$ cat config.mk
export PLATFORM = sky130hd
export DESIGN_NAME = approx_mult_pipe_wxw
export DESIGN_NICKNAME = d
export VERILOG_FILES = /design/src/rtl/approx_mult_pipe_wxw.sv
export SDC_FILE = /design/constraint.sdc
export NUM_CORES = 1
export LEC_CHECK = 0
export CAP_MARGIN = 20
export CORE_MARGIN = 4
export CORE_UTILIZATION = 35
export CTS_CLUSTER_SIZE = 28
export DETAILED_ROUTE_END_ITERATION = 7
export DONT_BUFFER_PORTS = 1
export HOLD_SLACK_MARGIN = 0.02
export SLEW_MARGIN = 20
export SYNTH_ARGS = -nofsm -noshare
export SYNTH_HDL_FRONTEND = slang
export SYNTH_SLANG_ARGS = --single-unit
export TNS_END_PERCENT = 10
$ cat constraint.sdc
create_clock -name clk -period 5.3 [get_ports clk]
set_input_delay 0.795 -clock clk [delete_from_list [all_inputs] [get_ports clk]]
set_output_delay 0.795 -clock clk [all_outputs]
set_load 0.1 [all_outputs]
$ cat src/rtl/approx_mult_pipe_wxw.sv
// rtl/approx_mult_pipe_wxw.sv - three-stage valid/ready WxW multiplier with exact/approximate mode
// Approximate mode drops product columns below L and adds an OR-compensation bit at column L.
module approx_mult_pipe_wxw #(
  parameter int W     = 8,
  parameter int L     = 6,
  parameter int CNT_W = 16
) (
  input  logic               clk,
  input  logic               rst_n,
  input  logic               in_valid,
  output logic               in_ready,
  input  logic [W-1:0]       x,
  input  logic [W-1:0]       y,
  input  logic               mode,
  output logic               out_valid,
  input  logic               out_ready,
  output logic [2*W-1:0]     z,
  output logic               z_mode,
  input  logic               cnt_clr,
  output logic [CNT_W-1:0]   approx_cnt
);

  localparam int              PW        = 2 * W;
  localparam int              H         = W / 2;
  localparam int              COMP_COL  = (L > 0) ? L - 1 : 0;
  localparam logic [PW-1:0]   ALL_COLS  = {PW{1'b1}};
  localparam logic [PW-1:0]   KEEP_COLS = ALL_COLS << L;
  localparam logic [PW-1:0]   COMP_VAL  = {{(PW-1){1'b0}}, 1'b1} << L;
  localparam logic [CNT_W-1:0] CNT_MAX  = {CNT_W{1'b1}};

  logic               s1_valid, s2_valid, s3_valid;
  logic               s1_adv, s2_adv, s3_adv;
  logic [W-1:0]       s1_x, s1_y;
  logic               s1_mode, s2_mode;
  logic [PW-1:0]      s2_lo, s2_hi;
  logic               s2_comp;
  logic [PW-1:0]      s3_z;
  logic               s3_mode;

  logic [PW-1:0]      row, col_mask, sum_lo, sum_hi;
  logic               col_or, comp;
  logic               accept;

  // Each stage may load when its successor is empty or moving; this collapses bubbles.
  assign s3_adv   = !s3_valid || out_ready;
  assign s2_adv   = !s2_valid || s3_adv;
  assign s1_adv   = !s1_valid || s2_adv;
  assign in_ready = s1_adv;
  assign accept   = in_valid && in_ready;

  assign out_valid = s3_valid;
  assign z         = s3_z;
  assign z_mode    = s3_mode;

  // A single shifted row has no carries, so masking it by column equals dropping those pp terms.
  always_comb begin
    row      = '0;
    sum_lo   = '0;
    sum_hi   = '0;
    col_or   = 1'b0;
    col_mask = s1_mode ? KEEP_COLS : ALL_COLS;
    for (int i = 0; i < W; i++) begin
      row = s1_x[i] ? ({{W{1'b0}}, s1_y} << i) : '0;
      if (i < H) begin
        sum_lo = sum_lo + (row & col_mask);
      end else begin
        sum_hi = sum_hi + (row & col_mask);
      end
      col_or = col_or | row[COMP_COL];
    end
    comp = s1_mode && (L > 0) && col_or;
  end

  always_ff @(posedge clk or negedge rst_n) begin
    if (!rst_n) begin
      s1_valid <= 1'b0;
      s1_x     <= '0;
      s1_y     <= '0;
      s1_mode  <= 1'b0;
    end else if (s1_adv) begin
      s1_valid <= in_valid;
      if (in_valid) begin
        s1_x    <= x;
        s1_y    <= y;
        s1_mode <= mode;
      end
    end
  end

  always_ff @(posedge clk or negedge rst_n) begin
    if (!rst_n) begin
      s2_valid <= 1'b0;
      s2_lo    <= '0;
      s2_hi    <= '0;
      s2_comp  <= 1'b0;
      s2_mode  <= 1'b0;
    end else if (s2_adv) begin
      s2_valid <= s1_valid;
      if (s1_valid) begin
        s2_lo   <= sum_lo;
        s2_hi   <= sum_hi;
        s2_comp <= comp;
        s2_mode <= s1_mode;
      end
    end
  end

  // Output data only changes when a real beat moves in, so z is stable under stall.
  always_ff @(posedge clk or negedge rst_n) begin
    if (!rst_n) begin
      s3_valid <= 1'b0;
      s3_z     <= '0;
      s3_mode  <= 1'b0;
    end else if (s3_adv) begin
      s3_valid <= s2_valid;
      if (s2_valid) begin
        s3_z    <= s2_lo + s2_hi + (s2_comp ? COMP_VAL : '0);
        s3_mode <= s2_mode;
      end
    end
  end

  always_ff @(posedge clk or negedge rst_n) begin
    if (!rst_n) begin
      approx_cnt <= '0;
    end else if (cnt_clr) begin
      approx_cnt <= '0;
    end else if (accept && mode && approx_cnt != CNT_MAX) begin
      approx_cnt <= approx_cnt + {{(CNT_W-1){1'b0}}, 1'b1};
    end
  end

endmodule

==> summary.txt <==
Drt
  – Post-route DRC: 0
  – Vias: 3954
  – Antenna-violating nets left: 0
  – Pre-antenna DRT Iters: 4
  – Wirelength, routed: 11.70 mm
  – Via density: 5.115
  – DR iter-0 viols: 203
  – Avg WL per Cell: 15.14 um

Layout
  – Area delta synth->final: 8.585%
  – Commonest non-fill, non-tap cells in the layout: dfrtp_1 (80), nand2_1 (61), ha_1 (46)
  – Commonest non-fill, non-tap cell in the layout: dfrtp_1
  – Fin nets: 649
  – Layout cell share with drive strength beyond 1: 12.21%
  – Antenna fix cells: 0
  – Post-Layout Inst Area: 6220 sq um

Clocking
  – CTS buffer count: 9
  – Total clock sinks: 80
  – Clock-pin slew on the worst setup and hold paths: 0.06 ns
  – H-tree Lvls: 3
  – Root buffer cell: clkbuf_16
  – Hold-fix buffers, CTS: 0
  – # Post-CTS Setup Buffers: 0
  – CTS tree: built
  – Clk_lat worst skew: 0.34 ns
  – Clock tree buffer depth: 2
  – Post-CTS resize count: 0

Worst setup path
  – Most used cell, CP: fa_1
  – CP required: 5.52 ns
  – CP arrival: 4.07 ns
  – Top delay family on crit path: adder cells
  – Worst stage delay on the critical path: 0.52 ns
  – Worst setup SP type: flip-flop
  – Worst Path Max Fanout: 9
  – Setup Crit Path Kind: reg -> reg
  – Slowest stage cell on the critical path: fa_1
  – Worst Setup End Kind: flip-flop
  – Reg2reg setup slack: 1.46 ns
  – Worst path bufs/invs: 0
  – Crit path cell chain: nor2b_1 > and2_1 > fa_1 > fa_1 > ha_1 > fa_1 > a21o_1 > a21o_1 > a21bo_1 > and3_1 > or3b_1

Global routing
  – GRT Total Usage: 13.43%
  – Pin count of the biggest net entering global routing: 81
  – Grt total ovfl: 0
  – Initial antenna violation count: 0
  – Vias in the first global route: 4019
  – First-pass GRT wire length: 19.87 mm

Logic synthesis
  – Ys Warns: 0
  – FFs w/ async S/R, synth: 100.0%
  – Register area share after synthesis: 34.95%
  – Post-synth EDFFs: 0
  – Mapped Cells: 562
  – Register bit total from synthesis: 80
  – Post-synth cell types: 62
  – Syn Area/Cell: 10.19 sq um
  – Synthesized Nets: 658
  – Top_reg_cell synth: dfrtp_1
  – Synth Cell Area: 5728 sq um

Power and ir drop
  – Static Leak: 2.910 nW
  – Pwr/cell area: 528.1 nW/um^2
  – Max VDD drop: 0.0002204 V

Hold path
  – Hold WC Path Type: in -> async

Timing
  – Final Hold Vio Count: 0
  – Worst rel slew slack: 30.22%
  – Final Worst Setup Slack: 1.458 ns
  – Final Max Tran Viols: 0
  – Slew @ Worst Pin: 1.047 ns
  – Setup_tns: 0 ns
  – Fmax: 0.2603 GHz
  – Clk_skew: 0.006855 ns
  – Period minus WS final: 3.842 ns
  – RSZ-0062 raised after global routing: no
  – Final Cycle Share: 72.49%
  – Final setup violation count: 0

Floorplan
  – Initial core utilization: 35.93%
  – Core box area: 15940 sq um
  – # IOs: 57
  – Die Wd: 135.9 um
  – Die H: 135.9 um
  – Die Area: 18480 sq um
  – Row cnt: 46

Status
  – Status: finished clean

Placement
  – Placer congestion estimate: 0.8540
  – Placed cell area: 5917 sq um
  – Hpwl dp: 9.007 mm
  – Place WS: 1.462 ns
  – IO buf count: 0

Flow run
  – MaxCap Viol Count: 0
worst register-to-register path, stage by stage, from the launching register on:
cell and delay, ns:
dfrtp_1 0.48, nor2b_1 0.33, and2_1 0.22, fa_1 0.43, fa_1 0.52, ha_1 0.25
fa_1 0.41, a21o_1 0.17, a21o_1 0.21, a21bo_1 0.21, and3_1 0.15, or3b_1 0.36
power breakdown:
group	internal [mW]	switching [mW]	total (mW)
clock network	0.379	0.258	0.637
logic	0.600	0.681	1.28
registers	0.769	0.598	1.37
total	1.75	1.54	3.28
synth_stat cells (2+ instances only):
cell type | instances | share of area [%]
o211ai_1 | 4 | 0.52
fa_1 | 28 | 9.8
clkbuf_1 | 12 | 0.79
mux2_2 | 33 | 6.5
or4_1 | 5 | 0.66
or3_1 | 2 | 0.22
o21a_1 | 2 | 0.26
nand3_1 | 8 | 0.70
and4_4 | 2 | 0.39
nor3b_1 | 15 | 2.0
o21ai_1 | 3 | 0.26
nor4b_1 | 2 | 0.31
nor2_1 | 23 | 1.5
a211oi_2 | 3 | 0.66
nor3_1 | 4 | 0.35
dfrtp_1 | 80 | 35
a211oi_1 | 4 | 0.52
nor2b_1 | 4 | 0.44
o21ai_0 | 24 | 2.1
nand3b_1 | 5 | 0.66
and2_1 | 34 | 3.7
a22oi_1 | 2 | 0.26
nand4_1 | 5 | 0.55
and3_1 | 7 | 0.76
xnor2_1 | 17 | 2.6
buf_2 | 8 | 0.70
a2111oi_0 | 3 | 0.46
nand2_1 | 61 | 4.0
inv_1 | 38 | 2.5
nor4_1 | 3 | 0.33
xor2_1 | 10 | 1.5
a21oi_1 | 18 | 1.6
a21o_1 | 11 | 1.4
ha_1 | 46 | 10
nor4_2 | 2 | 0.44
nand2b_1 | 8 | 0.87
flip-flops by register name, indices dropped and copies added, names as in the netlist, 8 cells and up:
register and cells:
s1_y 8, approx_cnt 16, s2_lo 13, s1_x 8, s2_hi 12, z 16
kinds of logic after synthesis:
kind of cell    share of synthesized area [%]
buf+inv                                 4.325
fa+ha+maj                               19.83
flops                                   34.95
xor+xnor                                4.128
simple gates                            20.34
compound gates                          9.764
mux                                     6.662
cell type report:
class,count,area (sq um)
Fill cell,1555,9723
Inverter,39,151.4
Tap cell,216,270.3
Sequential cell,80,2002
Multi-Input combinational cell,421,3478
Timing Repair Buffer,2,15.01
Clock inverter,5,63.81
Clock buffer,10,239.0
per-stage QoR:
step                      util (%)  power, mW  hold slack, ns  instances
after detailed placement     37.11      2.667          0.4670        758
after global routing         39.01      3.578          0.1285        773
after global placement       37.11      2.635          0.4660        758
after floorplan                  -      2.386          0.4426        562
after CTS                    39.01      3.329          0.1290        773
final                        39.01      3.284          0.1472        773
routing by layer:
metal | share of wire [%] | vias to the layer above | global-route usage [%] | routed length (um)
met5 | 0 | - | 0 | 0
met4 | 1.4 | 0 | 4.031 | 160
met1 | 45 | 1928 | 17.37 | 5322
met3 | 6.8 | 13 | 4.811 | 796
met2 | 46 | 81 | 21.18 | 5422
li1 | - | 1932 | - | -
final timing paths:
check                                     start                        end  cells past startpoint
max in group asynchronous                 rst_n  approx_cnt[0]$_DFFE_PN0P_                      0
hold reg to reg            s2_lo[0]$_DFFE_PN0P_       s2_lo[0]$_DFFE_PN0P_                      2
hold / removal                            rst_n           z[5]$_DFFE_PN0P_                      0
setup / recovery            s1_mode$_DFFE_PN0P_      s2_lo[11]$_DFFE_PN0P_                     11
min in group clk           s2_lo[0]$_DFFE_PN0P_       s2_lo[0]$_DFFE_PN0P_                      2
setup reg to reg            s1_mode$_DFFE_PN0P_      s2_lo[11]$_DFFE_PN0P_                     11
(Power assumes the default switching activity.)
==> patch: new RTL, config.mk and constraints unchanged <==
Reset style: synchronous (`rst_n`), changed in 4 clocked blocks.
--- a/src/rtl/approx_mult_pipe_wxw.sv
+++ b/src/rtl/approx_mult_pipe_wxw.sv
@@ -72,5 +72,5 @@
   end
 
-  always_ff @(posedge clk or negedge rst_n) begin
+  always_ff @(posedge clk) begin
     if (!rst_n) begin
       s1_valid <= 1'b0;
@@ -88,5 +88,5 @@
   end
 
-  always_ff @(posedge clk or negedge rst_n) begin
+  always_ff @(posedge clk) begin
     if (!rst_n) begin
       s2_valid <= 1'b0;
@@ -107,5 +107,5 @@
 
   // Output data only changes when a real beat moves in, so z is stable under stall.
-  always_ff @(posedge clk or negedge rst_n) begin
+  always_ff @(posedge clk) begin
     if (!rst_n) begin
       s3_valid <= 1'b0;
@@ -121,5 +121,5 @@
   end
 
-  always_ff @(posedge clk or negedge rst_n) begin
+  always_ff @(posedge clk) begin
     if (!rst_n) begin
       approx_cnt <= '0;
Function: changed (a bounded check fails within 4 cycles, from zero or initial values and one cycle with rst_n low; the reset may be asserted at any time).
==> patch against the unedited design <==
Worst setup slack better by 0.31 ns; routed wire length up 1.8%; hold slack better by 0.32 ns; cell area down 4.1%; global-route usage up 0.35 points; synthesized area down 3.3%; die area down 3.1%; critical endpoint is now s2_lo[9]$_SDFFE_PN0P_; sequential cell count unchanged; largest cell class unchanged; clock skew about the same; critical path depth up 2.
Power is not compared: it rests on default switching activity, and its combinational part moved more than twofold at a synthesized area within 25%.
==> patch: results (changes against the unedited design) <==
[metrics] status: completed
[metrics] Fill cells: 1564 (+0.58%)
[metrics] syn_nets: 748 (+14%)
[metrics] number of inserted diodes: 0 (unchanged)
[metrics] number of warnings reported in the yosys synthesis log: 0 (unchanged)
[metrics] number of distinct library cells after synthesis: 66 (+6.5%)
[metrics] critical path data arrival time: 3.77 ns (-0.30 ns)
[metrics] leakage power summed over all cells: 2.63 nW
[metrics] Net count, final: 724 (+12%)
[metrics] Port Buffers: 0 (unchanged)
[metrics] Slew HR: 24.3% (-5.9 points)
[metrics] detailed-route via count: 4234 (+7.1%)
[metrics] cell type group with the largest total delay on the critical path: adder cells
[metrics] HP Class: flop to flop
[metrics] clock slew at the register clock pins of the worst setup and hold paths: 0.06 ns (about the same)
[metrics] via count of the first global-routing pass: 4060 (+1.0%)
[metrics] Crit path largest cell delay: 0.54 ns (+0.02 ns)
[metrics] worst-path maximum fanout: 9 (unchanged)
[metrics] top cells by count, synth: sky130_fd_sc_hd__nand2_1 (122), sky130_fd_sc_hd__dfxtp_1 (80), sky130_fd_sc_hd__ha_1 (46)
[metrics] Worst IR Drop VDD: 0.000147 V
[metrics] share of the yosys chip area belonging to registers: 28.9% (-6.0 points)
[metrics] first drt pass iteration count: 4 (unchanged)
[metrics] worst slack, placed: 1.79 ns (+0.324 ns)
[metrics] worst hold path cell count: 2
[metrics] top cells by area in the synthesized netlist: sky130_fd_sc_hd__dfxtp_1 (29%), sky130_fd_sc_hd__ha_1 (10%), sky130_fd_sc_hd__fa_1 (10%)
[metrics] largest net degree at the start of global routing: 82 (+1.2%)
[metrics] FF-to-FF path depth: 13 (+2)
[metrics] cell area reported after detailed placement: 0.00566 mm2 (-4.3%)
[metrics] CTS H-tree depth: 3 (unchanged)
[metrics] clock insertion delay at the later pin of the skew report: 0.35 ns
[metrics] Slowest cell on crit path: sky130_fd_sc_hd__fa_1
[metrics] fraction of layout cells with a size suffix above 1: 4.42% (-7.8 points)
[metrics] net load switching power: 357 uW
[metrics] total of cells resized after clock tree synthesis: 0 (unchanged)
[metrics] cell at the root of the clock tree: sky130_fd_sc_hd__clkbuf_16
[metrics] proportion of synthesized flip-flops having asynchronous set or reset: 0% (-100 points)
[metrics] violation count after the first detailed-routing iteration: 313 (+54%)
[metrics] GRT Util Overall: 13.8% (+0.35 points)
[metrics] number of setup buffers added after CTS: 0 (unchanged)
[metrics] Routed WL: 11.9 mm (+1.8%)
[metrics] number of buffers created by CTS: 9 (unchanged)
[metrics] Max Cap Violations: 0 (unchanged)
[metrics] clock tree skew after final layout: 0.00652 ns (-0.000337 ns)
[metrics] global placement routability congestion: 0.888 (+4.0%)
[metrics] Primary FF master, synth: sky130_fd_sc_hd__dfxtp_1
[metrics] initial antenna violation count: 0 (unchanged)
[metrics] number of hold buffers added after CTS: 0 (unchanged)
[metrics] wire length of the first global-routing pass: 20.0 mm (+0.41%)
[metrics] final hold vios: 0 (unchanged)
[metrics] clock buffer depth: 2 (unchanged)
[metrics] post-DP HPWL: 9.03 mm (+0.20%)
patch: cell count changes after synthesis, moves of 10 or more:
cell	delta
sky130_fd_sc_hd__a21boi_0	+28
sky130_fd_sc_hd__a21boi_1	+10
sky130_fd_sc_hd__and2_1	+11
sky130_fd_sc_hd__clkbuf_1	+16
sky130_fd_sc_hd__dfrtp_1	-80
sky130_fd_sc_hd__dfxtp_1	+80
sky130_fd_sc_hd__mux2_2	-33
sky130_fd_sc_hd__nand2_1	+61
sky130_fd_sc_hd__nor3b_1	-14
sky130_fd_sc_hd__xnor2_1	-10
patch: worst min-delay path, stage by stage, from the launching register on:
cell	delay [ns]
sky130_fd_sc_hd__dfxtp_1	0.31
sky130_fd_sc_hd__nand2_1	0.05
sky130_fd_sc_hd__a21boi_0	0.06
patch: layout make-up:
type,instances,area share (%)
flip-flops and latches,80,26.9
clock inverters,7,1.28
well taps,211,4.43
inverters,43,2.71
multi-input cells,494,61.0
clock buffers,9,3.78
patch: power by group through the flow:
stage	registers (mW)	logic (mW)	clock network (mW)
2_1_floorplan	0.651	0.0897	0
3_3_place_gp	0.663	0.0902	0
3_5_place_dp	0.664	0.0908	0
4_1_cts	0.651	0.0925	0.657
5_1_grt	0.654	0.106	0.685
6_report	0.651	0.0910	0.635
patch: path summary, 6_finish.rpt:
check | start | to | slack [ns]
max | s1_mode$_SDFFE_PN0P_ | s2_lo[9]$_SDFFE_PN0P_ | 1.77
min reg2reg | s2_mode$_SDFFE_PN0P_ | z_mode$_SDFFE_PN0P_ | 0.47
min | s2_mode$_SDFFE_PN0P_ | z_mode$_SDFFE_PN0P_ | 0.47
max reg2reg | s1_mode$_SDFFE_PN0P_ | s2_lo[9]$_SDFFE_PN0P_ | 1.77
patch: logic make-up after synthesis:
logic type / after synthesis / share of synthesized area [%]
and+or+nand+nor: 260 / 23.9
AOI/OAI and AO/OA: 135 / 17.2
adders and majority gates: 74 / 20.5
buffers and inverters: 78 / 5.42
DFF: 80 / 28.9
muxes: 4 / 0.723
xor gates and xnor gates: 21 / 3.32
patch: through the flow:
stage / total power, mW / utilization [%] / instances
after global routing: 1.44 / 38.8 / 844
after detailed placement: 0.755 / 36.8 / 828
final: 1.38 / 38.8 / 844
after CTS: 1.40 / 38.8 / 844
after global placement: 0.753 / 36.8 / 828
after floorplan: 0.740 / - / 652
patch: layer usage:
metal	routed length, um	vias to the layer above	share of wire, %	GRT usage (%)
li1	-	2168	-	-
met5	0	-	0	0
met1	5830	1958	49	18.4
met2	5150	97	43	20.4
met3	796	11	6.7	5.10
met4	148	0	1.2	5.03
